File: src/rtl/rgb_pwm_pkg.sv
// Shared constants for the RGB PWM block: LED channel indices, default
// geometry and the full-scale duty helper.
package rgb_pwm_pkg;

   // Bit positions of each colour within the led bus.
   localparam int CH_R = 2;
   localparam int CH_G = 1;
   localparam int CH_B = 0;

   // Defaults give roughly 1 kHz PWM from a 12 MHz clock.
   localparam int DEF_WIDTH = 8;
   localparam int DEF_PRESC = 47;

   // Full-scale duty code. It is also the period length in ticks.
   function automatic int pwm_max(input int width);
      return (1 << width) - 1;
   endfunction

endpackage

File: src/rtl/pwm_chan.sv
// One colour channel: pending and active duty registers, the counter
// compare, and the registered, polarity-corrected LED drive.
module pwm_chan
   import rgb_pwm_pkg::*;
#(
   parameter int WIDTH      = DEF_WIDTH,
   parameter int ACTIVE_LOW = 1
) (
   input  logic             clk,
   input  logic             rst,
   input  logic             load,
   input  logic             pend,
   input  logic             apply,
   input  logic [WIDTH-1:0] cnt,
   input  logic [WIDTH-1:0] duty,
   output logic             led
);

   // Pin level that leaves the LED dark.
   localparam logic POL = (ACTIVE_LOW != 0);

   logic [WIDTH-1:0] pend_duty;
   logic [WIDTH-1:0] act;
   logic             on;

   // Shared counter below the active duty means the channel is lit.
   assign on = (cnt < act);

   // Capture on load. At a period boundary a same-cycle load wins over the
   // older pending value, so the newest request is never delayed a period.
   always_ff @(posedge clk) begin
      if (rst) begin
         pend_duty <= '0;
         act       <= '0;
         led       <= POL;
      end else begin
         if (load) begin
            pend_duty <= duty;
         end
         if (apply) begin
            if (load) begin
               act <= duty;
            end else if (pend) begin
               act <= pend_duty;
            end
         end
         led <= on ^ POL;
      end
   end

endmodule

File: src/rtl/rgb_pwm.sv
// Three-channel PWM driver for the tri-colour LED. Holds the shared
// prescaler and period counter, the pending-update flag and the
// period_start pulse. New duties are double-buffered and take effect only
// when the counter wraps, so a period is never torn.
module rgb_pwm
   import rgb_pwm_pkg::*;
#(
   parameter int WIDTH      = DEF_WIDTH,
   parameter int PRESC      = DEF_PRESC,
   parameter int ACTIVE_LOW = 1
) (
   input  logic             clk,
   input  logic             rst,
   input  logic [WIDTH-1:0] duty_r,
   input  logic [WIDTH-1:0] duty_g,
   input  logic [WIDTH-1:0] duty_b,
   input  logic             load,
   output logic             pend,
   output logic             period_start,
   output logic [2:0]       led
);

   // Prescaler needs at least one bit even when it is a pass-through.
   localparam int               PW     = (PRESC > 1) ? $clog2(PRESC) : 1;
   localparam logic [PW-1:0]    PLAST  = PW'(PRESC - 1);
   localparam logic [WIDTH-1:0] MAX    = WIDTH'(pwm_max(WIDTH));
   localparam logic [WIDTH-1:0] CLAST  = MAX - WIDTH'(1);

   logic [PW-1:0]    pcnt;
   logic [WIDTH-1:0] cnt;
   logic             tick;
   logic             apply;

   assign tick  = (pcnt == PLAST);
   // Last tick of the period: counter wraps and pending duties go live.
   assign apply = tick && (cnt == CLAST);

   // Prescaler: one PWM tick every PRESC clock cycles.
   always_ff @(posedge clk) begin
      if (rst || tick) begin
         pcnt <= '0;
      end else begin
         pcnt <= pcnt + PW'(1);
      end
   end

   // Period counter runs 0..MAX-1 so a MAX duty stays lit for the whole period.
   always_ff @(posedge clk) begin
      if (rst || apply) begin
         cnt <= '0;
      end else if (tick) begin
         cnt <= cnt + WIDTH'(1);
      end
   end

   // Pending flag: set by load, cleared when the boundary consumes it.
   always_ff @(posedge clk) begin
      if (rst || apply) begin
         pend <= 1'b0;
      end else if (load) begin
         pend <= 1'b1;
      end
   end

   // Marks the first cycle of each new period (none after reset).
   always_ff @(posedge clk) begin
      if (rst) begin
         period_start <= 1'b0;
      end else begin
         period_start <= apply;
      end
   end

   pwm_chan #(.WIDTH(WIDTH), .ACTIVE_LOW(ACTIVE_LOW)) u_chan_r (
      .clk   (clk),
      .rst   (rst),
      .load  (load),
      .pend  (pend),
      .apply (apply),
      .cnt   (cnt),
      .duty  (duty_r),
      .led   (led[CH_R])
   );

   pwm_chan #(.WIDTH(WIDTH), .ACTIVE_LOW(ACTIVE_LOW)) u_chan_g (
      .clk   (clk),
      .rst   (rst),
      .load  (load),
      .pend  (pend),
      .apply (apply),
      .cnt   (cnt),
      .duty  (duty_g),
      .led   (led[CH_G])
   );

   pwm_chan #(.WIDTH(WIDTH), .ACTIVE_LOW(ACTIVE_LOW)) u_chan_b (
      .clk   (clk),
      .rst   (rst),
      .load  (load),
      .pend  (pend),
      .apply (apply),
      .cnt   (cnt),
      .duty  (duty_b),
      .led   (led[CH_B])
   );

endmodule

File: config.mk
export PLATFORM = sky130hd
export DESIGN_NAME = rgb_pwm
export DESIGN_NICKNAME = d
export VERILOG_FILES = /design/src/rtl/rgb_pwm_pkg.sv /design/src/rtl/pwm_chan.sv /design/src/rtl/rgb_pwm.sv
export SDC_FILE = /design/constraint.sdc
export NUM_CORES = 1
export LEC_CHECK = 0
export BUFFER_PORTS_ARGS = -buffer_cell sky130_fd_sc_hd__buf_2
export CORE_ASPECT_RATIO = 0.5
export CORE_MARGIN = 1
export CORE_UTILIZATION = 30
export CTS_CLUSTER_SIZE = 14
export DETAILED_ROUTE_END_ITERATION = 10
export PLACE_DENSITY = 0.5
export SLEW_MARGIN = 20
export SYNTH_ARGS = -nofsm -noshare
export SYNTH_HDL_FRONTEND = slang
export SYNTH_HIERARCHICAL = 1
export SYNTH_SLANG_ARGS = --single-unit
File: constraint.sdc
create_clock -name clk -period 3.25 [get_ports clk]
set_input_delay 0.4875 -clock clk [delete_from_list [all_inputs] [get_ports clk]]
set_output_delay 0.4875 -clock clk [all_outputs]
set_load 0.03 [all_outputs]
== Yosys cells after proc, flatten, opt, wreduce, memory -nomap -nowiden ==
Index checks and enable logic that the tools add are counted.

* Flip-flop bits (word level): 67
* Input bits: 27
* Output and inout bits: 5
* Logic and storage cells: 34

* $add $sub $neg: 2
* Magnitude comparators: 3
* Equal/unequal tests: 2
* Muxes and demuxes: 6
* Bitwise operators: 3
* Reductions and logical operators: 5

{| class="wikitable"
|+ Operator list
! operator !! number
|-
| 8-bit 2-to-1 mux || 6
|-
| 8-bit less-than comparator || 3
|-
| 8-bit by 1-bit adder with 8-bit output, second input constant || 1
|-
| 8-bit == test, second input constant || 1
|-
| 6-bit by 1-bit adder with 6-bit output, second input constant || 1
|-
| 6-bit == test, second input constant || 1
|-
| 1-bit inverter || 3
|-
| 1-bit logical OR || 2
|-
| 2-bit AND reduction || 1
|-
| 2-bit nonzero test || 1
|-
| 1-bit logical AND || 1
|}

== Logic depth before layout (Yosys ltp) ==
Gate-level depths: netlist of run 1.

* Word-level depth: 3
* Gate-level depth with buffers: 8

== Hierarchy ==
Netlist of run 1, hierarchy kept.

{| class="wikitable"
|+ Modules (own cells, without submodules)
! module !! instances !! cells an instance !! area each (µm²) !! sequential area each (µm²)
|-
| pwm_chan || 3 || 77 || 828.3 || 340.3
|-
| rgb_pwm || 1 || 80 || 709.4 || 320.3
|}

== Least setup slack after synthesis of run 1 ==
Ideal clock, no wire load.

* Path kind: flip-flop to flip-flop
* Start: register pcnt[0]
* End: register u_chan_b.act[2]
* Setup time: 0.079 ns
* Arrival time: 1.900 ns
* Required time: 3.171 ns
* Setup slack: 1.270 ns
* Cell stages (with the launch flop): 9
* Path buffers: 1
* Cells stage by stage: dfxtp_1 -> inv_1 -> ha_1 -> nand3b_4 -> nor4_1 -> o21a_4 -> buf_12 -> nor2_4 -> a211oi_2

* Word-level cells in the longest chain between the ends: 3

{| class="wikitable"
|+ Ends and longest elaborated chain
! item !! line !! RTL
|-
| start: declaration || rgb_pwm.sv:29 || <nowiki>logic [PW-1:0] pcnt;</nowiki>
|-
| start signal: assignment || rgb_pwm.sv:43 || <nowiki>pcnt <= pcnt + PW'(1);</nowiki>
|-
| 6-bit == test || rgb_pwm.sv:34 || <nowiki>assign tick = (pcnt == PLAST);</nowiki>
|-
| 1-bit logical AND || rgb_pwm.sv:36 || <nowiki>assign apply = tick && (cnt == CLAST);</nowiki>
|-
| net apply || rgb_pwm.sv:32 || <nowiki>logic apply;</nowiki>
|-
| 2-bit AND reduction (no line) || -- ||
|-
| end signal: assignment || pwm_chan.sv:42 || <nowiki>act <= duty;</nowiki>
|-
| end signal: assignment || pwm_chan.sv:44 || <nowiki>act <= pend_duty;</nowiki>
|-
| end: declaration || pwm_chan.sv:23 || <nowiki>logic [WIDTH-1:0] act;</nowiki>
|}

The timed path passes the listed nets, and every way through them passes these cells.
A chain may end at the register's enable or synchronous reset.

== Final worst setup path of run 1 ==
* Start: register cnt[1]
* End: register u_chan_g.act[7]

* Word-level cells in the longest chain between the ends: 3

{| class="wikitable"
|+ Ends and longest elaborated chain
! item !! line !! RTL
|-
| start: declaration || rgb_pwm.sv:30 || <nowiki>logic [WIDTH-1:0] cnt;</nowiki>
|-
| start signal: assignment || rgb_pwm.sv:52 || <nowiki>cnt <= cnt + WIDTH'(1);</nowiki>
|-
| 8-bit == test || rgb_pwm.sv:36 ||
|-
| 1-bit logical AND || rgb_pwm.sv:36 ||
|-
| net apply || rgb_pwm.sv:32 ||
|-
| 2-bit AND reduction (no line) || -- ||
|-
| end signal: assignment || pwm_chan.sv:42 ||
|-
| end signal: assignment || pwm_chan.sv:44 ||
|-
| end: declaration || pwm_chan.sv:23 ||
|}

The timed path passes the listed nets, and every way through them passes these cells.

==> summary.md, run 1 <==
| Metric | Value |
|---|---|
| Largest net degree at the start of global routing | `34` |
| Initial core utilization | `0.311` |
| CP delay by family, top | `simple AND/OR/NAND/NOR gates` |
| Power Total | `1980 µW` |
| WL/cell | `12.8 µm` |
| DR vias/cell | `4.54` |
| Placed cell count | `469` |
| Synthesized flop and latch total | `67` |
| Fill count | `1036` |
| Die ar. | `11100 µm²` |
| Via count | `2204` |
| Worst rel slew slack | `0.425` |
| Synth area leader | `dfxtp_1` |
| Total GRT Usage | `0.125` |
| Initial antenna violation count | `0` |
| Worst-Margin Slew | `0.863 ns` |
| I/O pin cnt | `32` |
| Post-synth net total | `363` |
| DRC Markers | `0` |
| Final ANT Viol Nets | `0` |
| Final hold slack | `0.435 ns` |
| Fraction of registers with async set/reset | `0` |
| Syn-to-layout area delta | `16.4%` |
| CP bufs+invs | `0` |
| Core area | `10300 µm²` |
| Port Buffer Count | `31` |
| Final worst path period share | `0.718` |
| Drt first pass iters | `4` |
| ANT cells | `0` |
| CTS tree | `built` |
| Ys Warns | `6` |
| RSZ-0062 raised after global routing | `false` |
| Syn Inst Count | `a little over 300` |
| Required time worst endpoint | `3.50 ns` |
| Worst setup EP type | `flip-flop` |
| First-pass GRT wire length | `10500 µm` |
| Num rows | `26` |
| Seq/Total Area, Yosys | `0.420` |
| Clock latency on the worst-skew pair | `0.33 ns` |
| Clk buf depth | `2` |
| MaxCap Viol Count | `0` |
| CP max FO | `16` |
| CTS sink count | `67` |
| Final setup viols | `0` |
| Vias in the first global route | `2197` |
| Post-layout util | `0.362` |
| Die Y | `75.0 µm` |
| Die Wd | `148 µm` |
| Final hold vios | `0` |
| CP max stage cell | `nor4_1` |
| Clk slew on worst S/H paths | `0.06 ns` |
| Setup Fix Bufs, Post-CTS | `0` |
| Gates resized, CTS repair | `0` |
| Yosys cell types | `32` |
| Status | `finished, final reports clean` |
| Commonest cells after routing, fill and taps aside | `67 x dfxtp_1, 63 x nor2_1, 31 x buf_2` |
| Final GP Congestion | `0.780` |
| Post-route insts no fill | `485` |
| Nets | `between 300 and 400` |
| Power Density | `532 nW/µm²` |
| Area contributors post-synth | `dfxtp_1 42%, ha_1 9.8%, a211oi_2 9.4%, mux2i_1 7.5%, nor2_1 7.4%` |
| Pleak | `0.00146 µW` |
| Setup TNS Final | `0 ns` |
| Cts hold-fix bufs | `0` |
| Peak supply drop | `around 0.00018 V` |
| Post-DP HPWL | `4360 µm` |
| 1st-iter DRT viols | `113` |
| Slew Viols, Final | `0` |
| Crit start category | `flip-flop` |
| Total grt overflow | `0` |
| Worst Path Arrival | `2.59 ns` |
| Syn_area_per_cell | `about 10 µm²` |
| Final worst path period need | `2.33 ns` |
| CP max stage delay | `0.65 ns` |
| Htree depth | `3` |
| TritonCTS Buffers | `9` |
| Synth Cell Area | `3190 µm²` |
| Commonest non-fill, non-tap cell in the layout | `dfxtp_1` |
| Main synth FF type | `dfxtp_1` |
| EDFF count, synth | `0` |
| Routed WL | `6210 µm` |
| Layout cells sized above 1 | `0.246` |
| Hold Path Class | `in2reg` |
| Critical path cell sequence | `ha_1, nand2_1, nor4_1, o21a_4, nor2_1, a211oi_2` |
| Setup CP Type | `reg2reg` |
| Top-area cell type share of the netlist area | `0.420` |
| Root buffer cell | `clkbuf_16` |
| FMAX | `approximately 430 MHz` |
| Clock Skew | `0.00932 ns` |
metal layers:
layer / track usage / routed length [µm] / part of all wire / vias to the layer above
met1: 0.149 / 2970 / 0.48 / 1030
met5: 0 / 0 / 0 / -
met3: 0.0521 / 327 / 0.053 / 7
met4: 0.0435 / 62 / 0.010 / 0
met2: 0.205 / 2850 / 0.46 / 33
li1: - / - / - / 1134
cell type report:
cell class	instances	area, µm²	share of cell area
clock buffer	10	229	0.0616
clock inverter	6	90.1	0.0242
inverter	23	86.3	0.0232
multi-input combinational	207	1630	0.439
sequential	67	1340	0.361
tap	140	175	0.0471
timing repair buffer	32	163	0.0437
state kept, by name, indices dropped and copies added (netlist names), 6 cells and up:
| signal | cells |
|---|---|
| cnt | 8 |
| pcnt | 6 |
| u_chan_b/act | 8 |
| u_chan_b/pend_duty | 8 |
| u_chan_g/act | 8 |
| u_chan_g/pend_duty | 8 |
| u_chan_r/act | 8 |
| u_chan_r/pend_duty | 8 |
report_power, final:
group	leakage, µW	switching [µW]	internal [µW]
clock	0.000153	360	672
sequential	0.000546	10.3	843
combinational	0.000762	56.6	35.2
cell families after synthesis:
logic type / share of synthesized area
mux: 0.0752
buf+inv: 0.0685
fa+ha+maj: 0.0979
xor+xnor: 0.0274
flops: 0.420
simple gates: 0.155
compound gates: 0.156
final timing paths:
check                  from  cells past startpoint                     to  slack, ns
setup / recovery     cnt[1]                      6        u_chan_g/act[7]       0.92
hold reg to reg     pcnt[0]                      1                pcnt[0]       0.48
setup reg to reg     cnt[1]                      6        u_chan_g/act[7]       0.92
hold / removal    duty_r[3]                      3  u_chan_r/pend_duty[3]       0.43
worst register-to-register path, stage by stage, from the launching register on:
cell and delay [ns]:
dfxtp_1 0.56, ha_1 0.25, nand2_1 0.08, nor4_1 0.65, o21a_4 0.41, nor2_1 0.10
a211oi_2 0.21
metrics by stage:
step                setup slack (ns)  cell area, µm²
floorplan                       1.27            3190
global placement                1.03            3400
detailed placement             0.974            3400
CTS                            0.955            3720
global route                   0.716            3720
finish                         0.915            3720
Yosys cell counts (4+ instances only):
library cell   n
buf_2          7
ha_1          25
nor2_1        63
a211o_1        6
a211oi_2      24
nor3_1         4
dfxtp_1       67
nor2_4         6
nand2_1        4
o211ai_1       6
mux2i_1       24
xnor2_1        8
inv_1         23
nand3_1        7
o21ai_0        4
Power figures use the tool's default switching activity.
==> inputs of run 2 (changes only) <==
--- a/config.mk
+++ b/config.mk
@@ -11,7 +11,7 @@
 export CORE_UTILIZATION = 30
 export CTS_CLUSTER_SIZE = 14
 export DETAILED_ROUTE_END_ITERATION = 10
-export PLACE_DENSITY = 0.5
+export PLACE_DENSITY = 0.52
 export SLEW_MARGIN = 20
 export SYNTH_ARGS = -nofsm -noshare
 export SYNTH_HDL_FRONTEND = slang
==> constraint.sdc (replaced) <==
create_clock -name clk -period 2.05 [get_ports clk]
set_input_delay 0.3075 -clock clk [delete_from_list [all_inputs] [get_ports clk]]
set_output_delay 0.3075 -clock clk [all_outputs]
set_load 0.03 [all_outputs]
==> run 2 against run 1 <==
Via count is 2.9% lower. Global-route usage down 1.2 points. Final area is 3.0% higher. First-iteration DRC count down 42%. Core utilization increased by 1.1 points. Sequential share of layout area down 1.0 points. Die area unchanged. Final cell count grew 3.1%. Highest routed layer unchanged. Maximum frequency increased by 26%.
==> summary.md, run 2 (synthesis results as in run 1) <==
| Metric | Value |
|---|---|
| Crit start category | `flip-flop` |
| Total GRT Usage | `0.113` |
| TritonCTS Buffers | `9` |
| Num rows | `26` |
| Worst setup EP type | `flip-flop` |
| CTS sink count | `67` |
| Pleak | `0.00153 µW` |
| Final WS setup | `around 0.19 ns` |
| Final GP Congestion | `0.744` |
| Total grt overflow | `0` |
| Drt first pass iters | `4` |
| CP delay by family, top | `simple AND/OR/NAND/NOR gates` |
| Worst rel slew slack | `0.675` |
| Finished layout cell area | `3830 µm²` |
| Worst Path Arrival | `2.10 ns` |
| Die Wd | `around 150 µm` |
| CP max stage delay | `about 0.34 ns` |
| ANT cells | `0` |
| Layout cells sized above 1 | `0.281` |
| Initial core utilization | `0.311` |
| Largest net degree at the start of global routing | `26` |
| Final worst path period need | `1.86 ns` |
| Hold Path Class | `in2reg` |
| Final ANT Viol Nets | `0` |
| Vias in the first global route | `1988` |
| Clk buf depth | `2` |
| Area after DPL | `approximately 3500 µm²` |
| Slew Viols, Final | `0` |
| Place WS | `0.207 ns` |
| Die ar. | `approximately 11000 µm²` |
| Setup CP Type | `reg2reg` |
| Root buffer cell | `clkbuf_16` |
| Power Density | `a little over 800 nW/µm²` |
| Post-layout util | `0.373` |
| FF-to-FF setup slack | `0.19 ns` |
| Final setup viols | `0` |
| Peak supply drop | `roughly 0.00037 V` |
| Clock Skew | `0.00587 ns` |
| Syn-to-layout area delta | `19.9%` |
| Final worst path period share | `0.906` |
| FMAX | `approximately 540 MHz` |
| Routed WL | `between 5000 and 6000 µm` |
| Commonest non-fill, non-tap cell in the layout | `dfxtp_1` |
| Via count | `2141` |
| Setup TNS Final | `0 ns` |
| CP max stage cell | `dfxtp_1` |
| CP bufs+invs | `2` |
| Port Buffer Count | `31` |
| Status | `finished, final reports clean` |
| Clk slew on worst S/H paths | `0.06 ns` |
| First-pass GRT wire length | `around 9600 µm` |
| MaxCap Viol Count | `0` |
| Htree depth | `3` |
| Post-DP HPWL | `roughly 4000 µm` |
| Reg area | `~1300 µm²` |
| Core area | `10300 µm²` |
| Required time worst endpoint | `between 2 and 2.5 ns` |
| 1st-iter DRT viols | `65` |
| DR vias/cell | `roughly 4.3` |
| RSZ-0062 raised after global routing | `false` |
| Die Y | `75.0 µm` |
| CTS tree | `built` |
| I/O pin cnt | `32` |
| CP max FO | `16` |
| Multi-input logic area | `1630 µm²` |
| Final hold vios | `0` |
| Commonest cells after routing, fill and taps aside | `67 x dfxtp_1, 63 x nor2_1, 31 x buf_2` |
| WL/cell | `around 12 µm` |
| Fill count | `~1000` |
| Initial antenna violation count | `0` |
| Clock latency on the worst-skew pair | `0.32 ns` |
| Gates resized, CTS repair | `0` |
| Critical path cell sequence | `inv_1, ha_1, nand3b_4, nor4_1, buf_4, o21a_4, nor2_1, a211oi_2` |
| Worst-Margin Slew | `0.487 ns` |
| Nets | `about 410` |
| DRC Markers | `0` |
## run 2: final timing paths
check	from	to	cells past startpoint
setup / recovery	pcnt[0]	u_chan_g/act[6]	8
hold / removal	duty_r[1]	u_chan_r/pend_duty[1]	3
setup reg to reg	pcnt[0]	u_chan_g/act[6]	8
hold reg to reg	pcnt[0]	pcnt[0]	1
## run 2: power by group
group          leakage [µW]  internal (µW)  switching [µW]  total, µW
Sequential         0.000546           1340            15.7       1350
Combinational      0.000842           58.5            88.6        147
Clock              0.000147           1060             558       1620
## run 2: cell type report
cell class,instances,share of cell area
multi-input cells,207,0.427
flip-flops and latches,67,0.350
repair buffers,47,0.0719
clock buffers,9,0.0588
well taps,140,0.0457
clock inverters,7,0.0242
inverters,23,0.0225
## run 2: worst register-to-register path, cell delays in order (launching register included)
cell and delay, ns:
dfxtp_1 0.34, inv_1 0.07, ha_1 0.19, nand3b_4 0.13
nor4_1 0.29, buf_4 0.18, o21a_4 0.29, nor2_1 0.09
a211oi_2 0.19
## run 2: layer usage
layer | track usage | wire length (µm) | part of all wire | vias to the layer above
li1 | - | - | - | 1159
met1 | 0.147 | 3190 | 0.54 | 951
met2 | 0.177 | 2370 | 0.40 | 25
met3 | 0.0424 | 290 | 0.049 | 6
met4 | 0.0309 | 51 | 0.0086 | 0
met5 | 0 | 0 | 0 | -
## run 2: repair_timing
item,in CTS,in global routing
hold buffers,0,0
hold endpoints to repair,0,0
buffers inserted,0,4
endpoints found under the setup margin,0,1
## run 2: metrics by stage
stage	instances	total power [µW]	hold WS, ns
floorplan	311	1480	0.377
global placement	480	1530	0.462
CTS	496	3160	0.262
finish	500	3120	0.265
detailed placement	480	1530	0.466
global route	500	3240	0.276
